[src/rtl/fm_tune_ctrl.sv]
// FM carrier tuner: debounced up/down buttons step cw_freq across the band,
// with audio faded out, retuned, settled and faded back in for every change.
module fm_tune_ctrl #(
    parameter int DEBOUNCE_CYCLES = 250000,
    parameter int REPEAT_CYCLES   = 6250000,
    parameter int MUTE_CYCLES     = 2500,
    parameter int FREQ_MIN        = 87500000,
    parameter int FREQ_MAX        = 108000000,
    parameter int FREQ_STEP       = 100000,
    parameter int FREQ_RESET      = 108000000
) (
    input  logic        clk_25m,
    input  logic        reset,
    input  logic        btn_up,
    input  logic        btn_down,
    input  logic [15:0] pcm_in,
    output logic [15:0] pcm_out,
    output logic [31:0] cw_freq,
    output logic [7:0]  channel,
    output logic        retune,
    output logic        busy
);

    localparam int DB_W = $clog2(DEBOUNCE_CYCLES + 1);
    localparam int RP_W = $clog2(REPEAT_CYCLES + 1);
    localparam int MT_W = $clog2(MUTE_CYCLES + 1);

    localparam logic [DB_W-1:0] DB_LAST  = DB_W'(DEBOUNCE_CYCLES - 1);
    localparam logic [RP_W-1:0] RP_LAST  = RP_W'(REPEAT_CYCLES - 1);
    localparam logic [MT_W-1:0] MT_LOAD  = MT_W'(MUTE_CYCLES);
    localparam logic [31:0]     F_MIN    = 32'(FREQ_MIN);
    localparam logic [31:0]     F_MAX    = 32'(FREQ_MAX);
    localparam logic [31:0]     F_STEP   = 32'(FREQ_STEP);
    localparam logic [31:0]     F_RESET  = 32'(FREQ_RESET);
    localparam logic [7:0]      CH_MAX   = 8'((FREQ_MAX - FREQ_MIN) / FREQ_STEP);
    localparam logic [7:0]      CH_RESET = 8'((FREQ_RESET - FREQ_MIN) / FREQ_STEP);
    localparam logic [8:0]      GAIN_FULL = 9'd256;

    typedef enum logic [1:0] {IDLE, FADE_OUT, SETTLE, FADE_IN} state_t;

    // Bit 0 is the up button, bit 1 the down button.
    logic [1:0]            sync1_q, sync1_d, sync2_q, sync2_d, deb_q, deb_d, ev;
    logic [1:0][DB_W-1:0]  db_cnt_q, db_cnt_d;
    logic [1:0][RP_W-1:0]  rep_cnt_q, rep_cnt_d;
    logic                  step_any, step_up;

    state_t                state_q, state_d;
    logic [8:0]            gain_q, gain_d;
    logic [MT_W-1:0]       timer_q, timer_d;
    logic                  dir_q, dir_d, pend_q, pend_d, pend_dir_q, pend_dir_d;
    logic                  apply, apply_up;

    logic [31:0]           freq_q, freq_d;
    logic [7:0]            chan_q, chan_d;
    logic                  retune_q, retune_d;
    logic [15:0]           pcm_out_q, pcm_out_d;
    logic signed [25:0]    pcm_ext, gain_ext, prod;

    // NOTE: every always_comb output gets a default first, so no path can infer a latch.
    always_comb begin
        sync1_d   = {btn_down, btn_up};
        sync2_d   = sync1_q;
        deb_d     = deb_q;
        ev        = '0;
        db_cnt_d  = '0;
        rep_cnt_d = '0;
        for (int i = 0; i < 2; i++) begin
            if (sync2_q[i] != deb_q[i]) begin
                if (db_cnt_q[i] == DB_LAST) deb_d[i] = sync2_q[i];
                else                        db_cnt_d[i] = db_cnt_q[i] + DB_W'(1);
            end
            if (deb_d[i] && !deb_q[i]) begin
                ev[i] = 1'b1;
            end else if (deb_d[i]) begin
                if (rep_cnt_q[i] == RP_LAST) ev[i] = 1'b1;
                else                         rep_cnt_d[i] = rep_cnt_q[i] + RP_W'(1);
            end
        end
        // Simultaneous events cancel, and holding both buttons blocks repeats.
        step_any = (ev[0] ^ ev[1]) && !(&deb_d);
        step_up  = ev[0];
    end

    always_comb begin
        state_d    = state_q;
        gain_d     = gain_q;
        timer_d    = timer_q;
        dir_d      = dir_q;
        pend_d     = pend_q;
        pend_dir_d = pend_dir_q;
        apply      = 1'b0;
        apply_up   = dir_q;
        unique case (state_q)
            IDLE: begin
                if (step_any) begin
                    dir_d   = step_up;
                    state_d = FADE_OUT;
                end else if (pend_q) begin
                    dir_d   = pend_dir_q;
                    pend_d  = 1'b0;
                    state_d = FADE_OUT;
                end
            end
            FADE_OUT: begin
                gain_d = gain_q - 9'd1;
                if (gain_q <= 9'd1) begin
                    gain_d  = '0;
                    apply   = 1'b1;
                    timer_d = MT_LOAD;
                    state_d = SETTLE;
                end
            end
            SETTLE: begin
                if (timer_q != '0) begin
                    timer_d = timer_q - MT_W'(1);
                end else if (pend_q) begin
                    apply    = 1'b1;
                    apply_up = pend_dir_q;
                    pend_d   = 1'b0;
                    timer_d  = MT_LOAD;
                end else begin
                    state_d = FADE_IN;
                end
            end
            FADE_IN: begin
                gain_d = gain_q + 9'd1;
                if (gain_d == GAIN_FULL) state_d = IDLE;
            end
            default: state_d = IDLE;
        endcase
        // Events during a retune coalesce into one request; the newest direction wins.
        if (state_q != IDLE && step_any) begin
            pend_d     = 1'b1;
            pend_dir_d = step_up;
        end
    end

    always_comb begin
        freq_d   = freq_q;
        chan_d   = chan_q;
        retune_d = apply;
        if (apply) begin
            if (apply_up) begin
                if (freq_q >= F_MAX) begin
                    freq_d = F_MIN;
                    chan_d = '0;
                end else begin
                    freq_d = freq_q + F_STEP;
                    chan_d = chan_q + 8'd1;
                end
            end else begin
                if (freq_q <= F_MIN) begin
                    freq_d = F_MAX;
                    chan_d = CH_MAX;
                end else begin
                    freq_d = freq_q - F_STEP;
                    chan_d = chan_q - 8'd1;
                end
            end
        end
        pcm_ext   = {{10{pcm_in[15]}}, pcm_in};
        gain_ext  = {17'd0, gain_q};
        prod      = pcm_ext * gain_ext;
        pcm_out_d = 16'(prod >>> 8);
    end

    // NOTE: state registers use non-blocking assignments so every flop samples pre-edge values.
    always_ff @(posedge clk_25m) begin
        if (reset) begin
            sync1_q    <= '0;
            sync2_q    <= '0;
            deb_q      <= '0;
            db_cnt_q   <= '0;
            rep_cnt_q  <= '0;
            state_q    <= IDLE;
            gain_q     <= GAIN_FULL;
            timer_q    <= '0;
            dir_q      <= 1'b0;
            pend_q     <= 1'b0;
            pend_dir_q <= 1'b0;
            freq_q     <= F_RESET;
            chan_q     <= CH_RESET;
            retune_q   <= 1'b0;
            pcm_out_q  <= '0;
        end else begin
            sync1_q    <= sync1_d;
            sync2_q    <= sync2_d;
            deb_q      <= deb_d;
            db_cnt_q   <= db_cnt_d;
            rep_cnt_q  <= rep_cnt_d;
            state_q    <= state_d;
            gain_q     <= gain_d;
            timer_q    <= timer_d;
            dir_q      <= dir_d;
            pend_q     <= pend_d;
            pend_dir_q <= pend_dir_d;
            freq_q     <= freq_d;
            chan_q     <= chan_d;
            retune_q   <= retune_d;
            pcm_out_q  <= pcm_out_d;
        end
    end

    assign pcm_out = pcm_out_q;
    assign cw_freq = freq_q;
    assign channel = chan_q;
    assign retune  = retune_q;
    assign busy    = (state_q != IDLE);

endmodule

[config.mk]
export PLATFORM = sky130hd
export DESIGN_NAME = fm_tune_ctrl
export DESIGN_NICKNAME = d
export VERILOG_FILES = /design/src/rtl/fm_tune_ctrl.sv
export SDC_FILE = /design/constraint.sdc
export NUM_CORES = 1
export LEC_CHECK = 0
export CAP_MARGIN = 20
export CORE_MARGIN = 10
export CORE_UTILIZATION = 50
export DETAILED_ROUTE_END_ITERATION = 10
export PLACE_DENSITY = 0.65
export SLEW_MARGIN = 20
export SYNTH_ARGS = -nofsm -noshare
export SYNTH_HDL_FRONTEND = slang
export SYNTH_SLANG_ARGS = --single-unit
[constraint.sdc]
create_clock -name clk_25m -period 20.9 [get_ports clk_25m]
set_clock_uncertainty 0.2 [all_clocks]
set_input_delay 6.27 -clock clk_25m [delete_from_list [all_inputs] [get_ports clk_25m]]
set_output_delay 6.27 -clock clk_25m [all_outputs]
set_load 0.02 [all_outputs]
==> impl_metrics.json, run 1 <==
{
  "antennaDiodeCount": 0,
  "max_freq_mhz": 83.4,
  "powerDensity_mw_per_mm2": 68.6,
  "antenna_found_initial": 0,
  "drive_above_1_share_pct": 4.54,
  "synth-seq-cells": 166,
  "drt_iter0_markers": 843,
  "cp.arrival_ns": 12.07,
  "first_global_vias": 11313,
  "r2r-start": "gain_q[1]",
  "synth.most_common_cell": "inv_1",
  "tightest_slew_ns": 1.10,
  "timing.rr.end": "pcm_out[14]",
  "port-buffer-count": 72,
  "synthToLayoutAreaGrowth_pct": 10.4,
  "period_share_pct": 57.4,
  "cts_max_level": 4,
  "initial_core_util_pct": 50.9,
  "syn_inst": 1664,
  "holdPathStages": 1,
  "synth_top_area_share_pct": 24.2,
  "hold_viol": 0,
  "multi_input_comb_area_mm2": 0.00935,
  "wl_per_cell_um": 16.5,
  "synth.distinct_cells": 90,
  "timing.final.ws_setup_ns": 8.91,
  "pwr-share-comb_pct": 35.9,
  "required_ns": 20.98,
  "p_clk_share_pct": 30.8,
  "synthTopCellsByArea": "dfxtp_1 24%, fa_1 17%, ha_1 6.1%, inv_1 4.9%, nor2_1 4.7%",
  "critPathSlowestCell": "clkdlybuf4s50_1",
  "slowest_delay_ns": 0.66,
  "dp_hpwl_um": 24200,
  "yosys.area.top_type": "dfxtp_1",
  "vias": 11672,
  "post-place-ws_ns": 8.49,
  "cts_setup_buffers": 0,
  "setup_viol": 0,
  "hold_start": "rep_cnt_q[0]",
  "seq_area_mm2": 0.00332,
  "ctsResizeCount": 0,
  "fillerInstances": 2532,
  "swShare_pct": 37.0,
  "fp-row-count": 60,
  "firstDrtPassIters": 8,
  "maxSlewViolCount": 0,
  "holdPathEnd": "rep_cnt_q[0]",
  "synth_common_cells": "178 x inv_1, 172 x nor2_1, 166 x dfxtp_1, 150 x nand2_1, 114 x fa_1",
  "syn_area_mm2": 0.0137,
  "start_kind": "input port",
  "path_buf_inv": 4,
  "syn_avg_cell_area_um2": 8.26,
  "synth.area.mux_share_pct": 0.437,
  "use_met3_pct": 3.10,
  "die_h_um": 186,
  "synthFlopType": "dfxtp_1",
  "grt_pass1_wl_um": 57000,
  "cp_max_fo": 9,
  "gr-max-usage-layer": "met2",
  "coreArea_mm2": 0.0270,
  "vias_per_cell": 5.73,
  "drv_cap": 0,
  "grt_remaining_overflow": 0,
  "synth_compound_area_share_pct": 13.6,
  "crit_path_end_kind": "register",
  "vdd_drop_max_v": 0.0000600,
  "clk_latency_ns": 0.44,
  "ctsHoldBuffers": 0,
  "r2r_cells": 17,
  "synthXorXnorAreaFrac_pct": 6.82,
  "synth_edf_count": 0,
  "relSlewSlack_pct": 26.6,
  "use_met1_pct": 27.4,
  "synth_adder_area_share_pct": 22.7,
  "crit_type": "input port to register",
  "status": "finished clean",
  "ys_warn_count": 0,
  "numCtsBuffers": 17,
  "path_delay_family": "adder cells",
  "gp_congestion": 0.889,
  "p_leak_nw": 6.28,
  "clk_path_buf_depth": 2,
  "clkTransAtPathRegs_ns": 0.07,
  "p_seq_share_pct": 33.4,
  "num-nets-final": 1884,
  "hold_class": "register to register",
  "die_x_um": 186,
  "synth_top_family_by_area": "simple AND/OR/NAND/NOR gates",
  "grtUsageMet2_pct": 32.7,
  "crit_chain": "clkdlybuf4s50_1 -> nand2_1 -> fa_1 -> inv_1 -> fa_1 -> fa_1 -> fa_1 -> inv_1 -> fa_1 -> inv_1 -> ha_1 -> a21o_1 -> a21o_1 -> a221oi_1 -> o221ai_1 -> a211oi_1 -> mux2i_1 -> o311ai_0",
  "rsz0062_at_grt": "no",
  "cts_sinks": 166,
  "grt_use_total_pct": 20.2,
  "ant_nets": 0,
  "post-route-min-period_ns": 11.99,
  "p_switching_w": 0.000385,
  "root_buffer": "clkbuf_16",
  "async_reset_ff_share_pct": 0,
  "routed_wl_um": 33600,
  "grt_max_degree": 60,
  "ioPinCount": 78,
  "drcViolationCount": 0,
  "ys_seq_area_share_pct": 24.2,
  "yosys.area_share.simple_pct": 24.3,
  "tritoncts": "built",
  "p_int_w": 0.000655,
  "die_area_mm2": 0.0345,
  "cp_common_cell": "fa_1",
  "fin_tns_setup_ns": 0,
  "rrSetupSlack_ns": 14.41
}
[stage by stage]
stage / utilization (%) / hold slack, ns / cells / cell area, um^2 / total power, W
after floorplan: - / 0.213 / 1668 / 13800 / 0.000632
after global placement: 53.9 / 0.224 / 2005 / 14600 / 0.000721
after detailed placement: 54.0 / 0.232 / 2005 / 14600 / 0.000729
after CTS: 56.2 / 0.243 / 2037 / 15200 / 0.00105
after global routing: 56.2 / 0.272 / 2037 / 15200 / 0.00112
final: 56.2 / 0.240 / 2037 / 15200 / 0.00104
[registers in the layout, summed over array words and instances (netlist names)]
name,count
channel,8
pcm_out,16
pend_q,1
gain_q,9
db_cnt_q,36
pend_dir_q,1
timer_q,12
deb_q,2
retune,1
sync1_q,2
state_q,2
dir_q,1
cw_freq,27
rep_cnt_q,46
sync2_q,2
[kinds of logic (layout without fill, tap and decap cells)]
logic type | after synthesis | in the layout
mux | 6 | 6
flops | 166 | 166
fa+ha+maj | 181 | 181
compound gates | 273 | 273
simple gates | 662 | 662
buf+inv | 268 | 296
xor+xnor | 107 | 107
other cells | 1 | 5
[how the worst max path moves through the flow]
stage / end / slack (ns) / cells after the start / start
after global placement: pcm_out[14] / 8.64 / 18 / pcm_in[6]
after detailed placement: pcm_out[14] / 8.49 / 18 / pcm_in[9]
after CTS: pcm_out[14] / 8.98 / 18 / pcm_in[9]
after floorplan: pcm_out[14] / 9.38 / 18 / pcm_in[6]
after global routing: pcm_out[14] / 8.61 / 18 / pcm_in[6]
final: pcm_out[14] / 8.91 / 18 / pcm_in[9]
[layout by cell type (no fill, tap or decap), drive strengths merged, types with 7 or more instances in the layout]
| cell type | n |
|---|---|
| nor2 | 172 |
| nand4 | 23 |
| a31oi | 13 |
| o21ai | 59 |
| o31ai | 16 |
| nand2b | 7 |
| inv | 186 |
| nand2 | 152 |
| o221ai | 8 |
| o211ai | 9 |
| nor4 | 17 |
| nor4b | 7 |
| or4 | 13 |
| a21o | 7 |
| or3 | 19 |
| a21oi | 79 |
| ha | 67 |
| nor3 | 38 |
| and3 | 32 |
| and2 | 75 |
| nor2b | 10 |
| fa | 114 |
| xnor2 | 50 |
| buf | 14 |
| dfxtp | 166 |
| nand3 | 71 |
| a211oi | 9 |
| and4 | 8 |
| clkdlybuf4s50 | 71 |
| xor2 | 57 |
| clkbuf | 18 |
[layer usage]
layer,routed length [um],vias to the layer above
met5,0,-
met4,646,0
met3,1830,55
met2,15600,328
met1,15500,5633
li1,-,5656
[cell type report]
class / instances / area share [%]
clock buffer: 18 / 2.89
clock inverter: 14 / 1.01
inverter: 179 / 4.43
multi-input combinational: 1234 / 61.6
sequential: 166 / 21.9
tap: 341 / 2.81
timing repair buffer: 85 / 5.36
[power by group through the flow]
stage / sequential (W) / combinational (W) / clock (W)
CTS: 0.000348 / 0.000378 / 0.000329
finish: 0.000347 / 0.000373 / 0.000320
global placement: 0.000355 / 0.000367 / 0
detailed placement: 0.000355 / 0.000374 / 0
global route: 0.000350 / 0.000429 / 0.000341
floorplan: 0.000367 / 0.000265 / 0
Note: power is estimated with default switching activity, not from simulation.
==> run 2: changes to the inputs <==
clock period = 11.1 ns   (was 20.9 ns; I/O delays follow)
==> impl_metrics.json, run 2 (synthesis results as in run 1) <==
{
  "status": "finished clean",
  "clk_latency_ns": 0.44,
  "grt_use_total_pct": 20.0,
  "firstDrtPassIters": 5,
  "vias": 11614,
  "coreArea_mm2": 0.0270,
  "initial_core_util_pct": 50.9,
  "r2r_cells": 17,
  "antenna_found_initial": 0,
  "antennaDiodeCount": 0,
  "hold_viol": 0,
  "ctsHoldBuffers": 0,
  "drt_iter0_markers": 706,
  "pwr-share-comb_pct": 35.7,
  "post-place-ws_ns": 1.65,
  "use_met1_pct": 26.8,
  "swShare_pct": 35.7,
  "cts_setup_buffers": 0,
  "gp_congestion": 0.888,
  "p_switching_w": 0.000702,
  "cts_sinks": 166,
  "tightest_slew_ns": 1.12,
  "rsz0062_at_grt": "no",
  "numCtsBuffers": 17,
  "dp_hpwl_um": 24100,
  "port-buffer-count": 72,
  "grtUsageMet2_pct": 31.6,
  "grt_max_degree": 60,
  "max_freq_mhz": 110,
  "holdPathStages": 1,
  "fin_area_mm2": 0.0152,
  "relSlewSlack_pct": 25.2,
  "largest_reg_flops": 46,
  "die_area_mm2": 0.0345,
  "crit_type": "input port to register",
  "setup_viol": 0,
  "required_ns": 11.19,
  "place_area_mm2": 0.0146,
  "fin_tns_setup_ns": 0,
  "final_cell_mix": "178 x inv_1, 172 x nor2_1, 166 x dfxtp_1, 150 x nand2_1, 114 x fa_1",
  "timing.rr.end": "pcm_out[14]",
  "p_leak_nw": 6.28,
  "largest-register": "rep_cnt_q",
  "gr-max-usage-layer": "met2",
  "fillerInstances": 2528,
  "timing.final.ws_setup_ns": 2.04,
  "num-nets-final": 1884,
  "use_met3_pct": 3.39,
  "period_share_pct": 81.6,
  "post-route-min-period_ns": 9.06,
  "routed_wl_um": 33500,
  "drive_above_1_share_pct": 4.48,
  "cts_max_level": 4,
  "fp-row-count": 60,
  "p_clk_share_pct": 31.0,
  "drcViolationCount": 0,
  "powerDensity_mw_per_mm2": 130,
  "grt_pass1_wl_um": 56300,
  "r2r-start": "gain_q[1]",
  "die_h_um": 186,
  "startpoint": "pcm_in[6]",
  "final_common_cell": "inv_1",
  "clk_path_buf_depth": 2,
  "cp_max_fo": 9,
  "ioPinCount": 78,
  "vdd_drop_max_v": 0.000112,
  "grt_remaining_overflow": 0,
  "maxSlewViolCount": 0,
  "hold_class": "register to register",
  "holdPathEnd": "rep_cnt_q[0]",
  "drv_cap": 0,
  "crit_path_end_kind": "register",
  "hold_start": "rep_cnt_q[0]",
  "tritoncts": "built",
  "clkTransAtPathRegs_ns": 0.07,
  "rrSetupSlack_ns": 4.53,
  "root_buffer": "clkbuf_16",
  "vias_per_cell": 5.70,
  "synthToLayoutAreaGrowth_pct": 10.4,
  "ant_nets": 0,
  "p_int_w": 0.00126,
  "p_seq_share_pct": 33.3,
  "start_kind": "input port",
  "first_global_vias": 11336,
  "cp.arrival_ns": 9.15,
  "wl_per_cell_um": 16.4,
  "die_x_um": 186,
  "ctsResizeCount": 0
}
## run 2: critical path, cell delays in order
cell,delay (ns)
clkdlybuf4s50_1,0.65
nand2_1,0.13
fa_1,0.55
inv_1,0.05
fa_1,0.46
fa_1,0.53
fa_1,0.55
inv_1,0.05
fa_1,0.52
inv_1,0.04
ha_1,0.35
a21o_1,0.18
a21o_1,0.18
a221oi_1,0.28
o221ai_1,0.35
a211oi_1,0.53
mux2i_1,0.25
o311ai_0,0.15
## run 2: power groups by stage
stage	logic [W]	registers (W)	clock network, W
global placement	0.000690	0.000668	0
finish	0.000702	0.000654	0.000609
floorplan	0.000499	0.000691	0
CTS	0.000710	0.000654	0.000625
detailed placement	0.000701	0.000668	0
global route	0.000807	0.000658	0.000650
## run 2: cell type report
| cell class | instances | area [um^2] | area share (%) |
|---|---|---|---|
| Clock inverter | 14 | 165 | 1.09 |
| Sequential cell | 166 | 3320 | 21.9 |
| Inverter | 179 | 672 | 4.43 |
| Timing Repair Buffer | 85 | 813 | 5.36 |
| Clock buffer | 18 | 429 | 2.83 |
| Tap cell | 341 | 427 | 2.81 |
| Multi-Input combinational cell | 1234 | 9350 | 61.6 |
## run 2: worst max-delay path by stage
stage / to / depth (start not counted)
3_5_place_dp: pcm_out[14] / 18
5_1_grt: pcm_out[14] / 18
3_3_place_gp: pcm_out[14] / 18
2_1_floorplan: pcm_out[14] / 18
4_1_cts: pcm_out[14] / 18
6_report: pcm_out[14] / 18
## run 2: metal layers
layer | up-vias | part of all wire, %
met5 | - | 0
met4 | 0 | 2.3
met3 | 56 | 5.9
met2 | 351 | 46
met1 | 5564 | 46
li1 | 5643 | -
## run 2: stage by stage
stage | hold slack, ns | std cells | util, % | total power [W]
2_1_floorplan | 0.213 | 1668 | - | 0.00119
3_3_place_gp | 0.224 | 2005 | 53.9 | 0.00136
3_5_place_dp | 0.232 | 2005 | 54.0 | 0.00137
4_1_cts | 0.243 | 2037 | 56.2 | 0.00199
5_1_grt | 0.272 | 2037 | 56.2 | 0.00212
6_report | 0.238 | 2037 | 56.2 | 0.00197
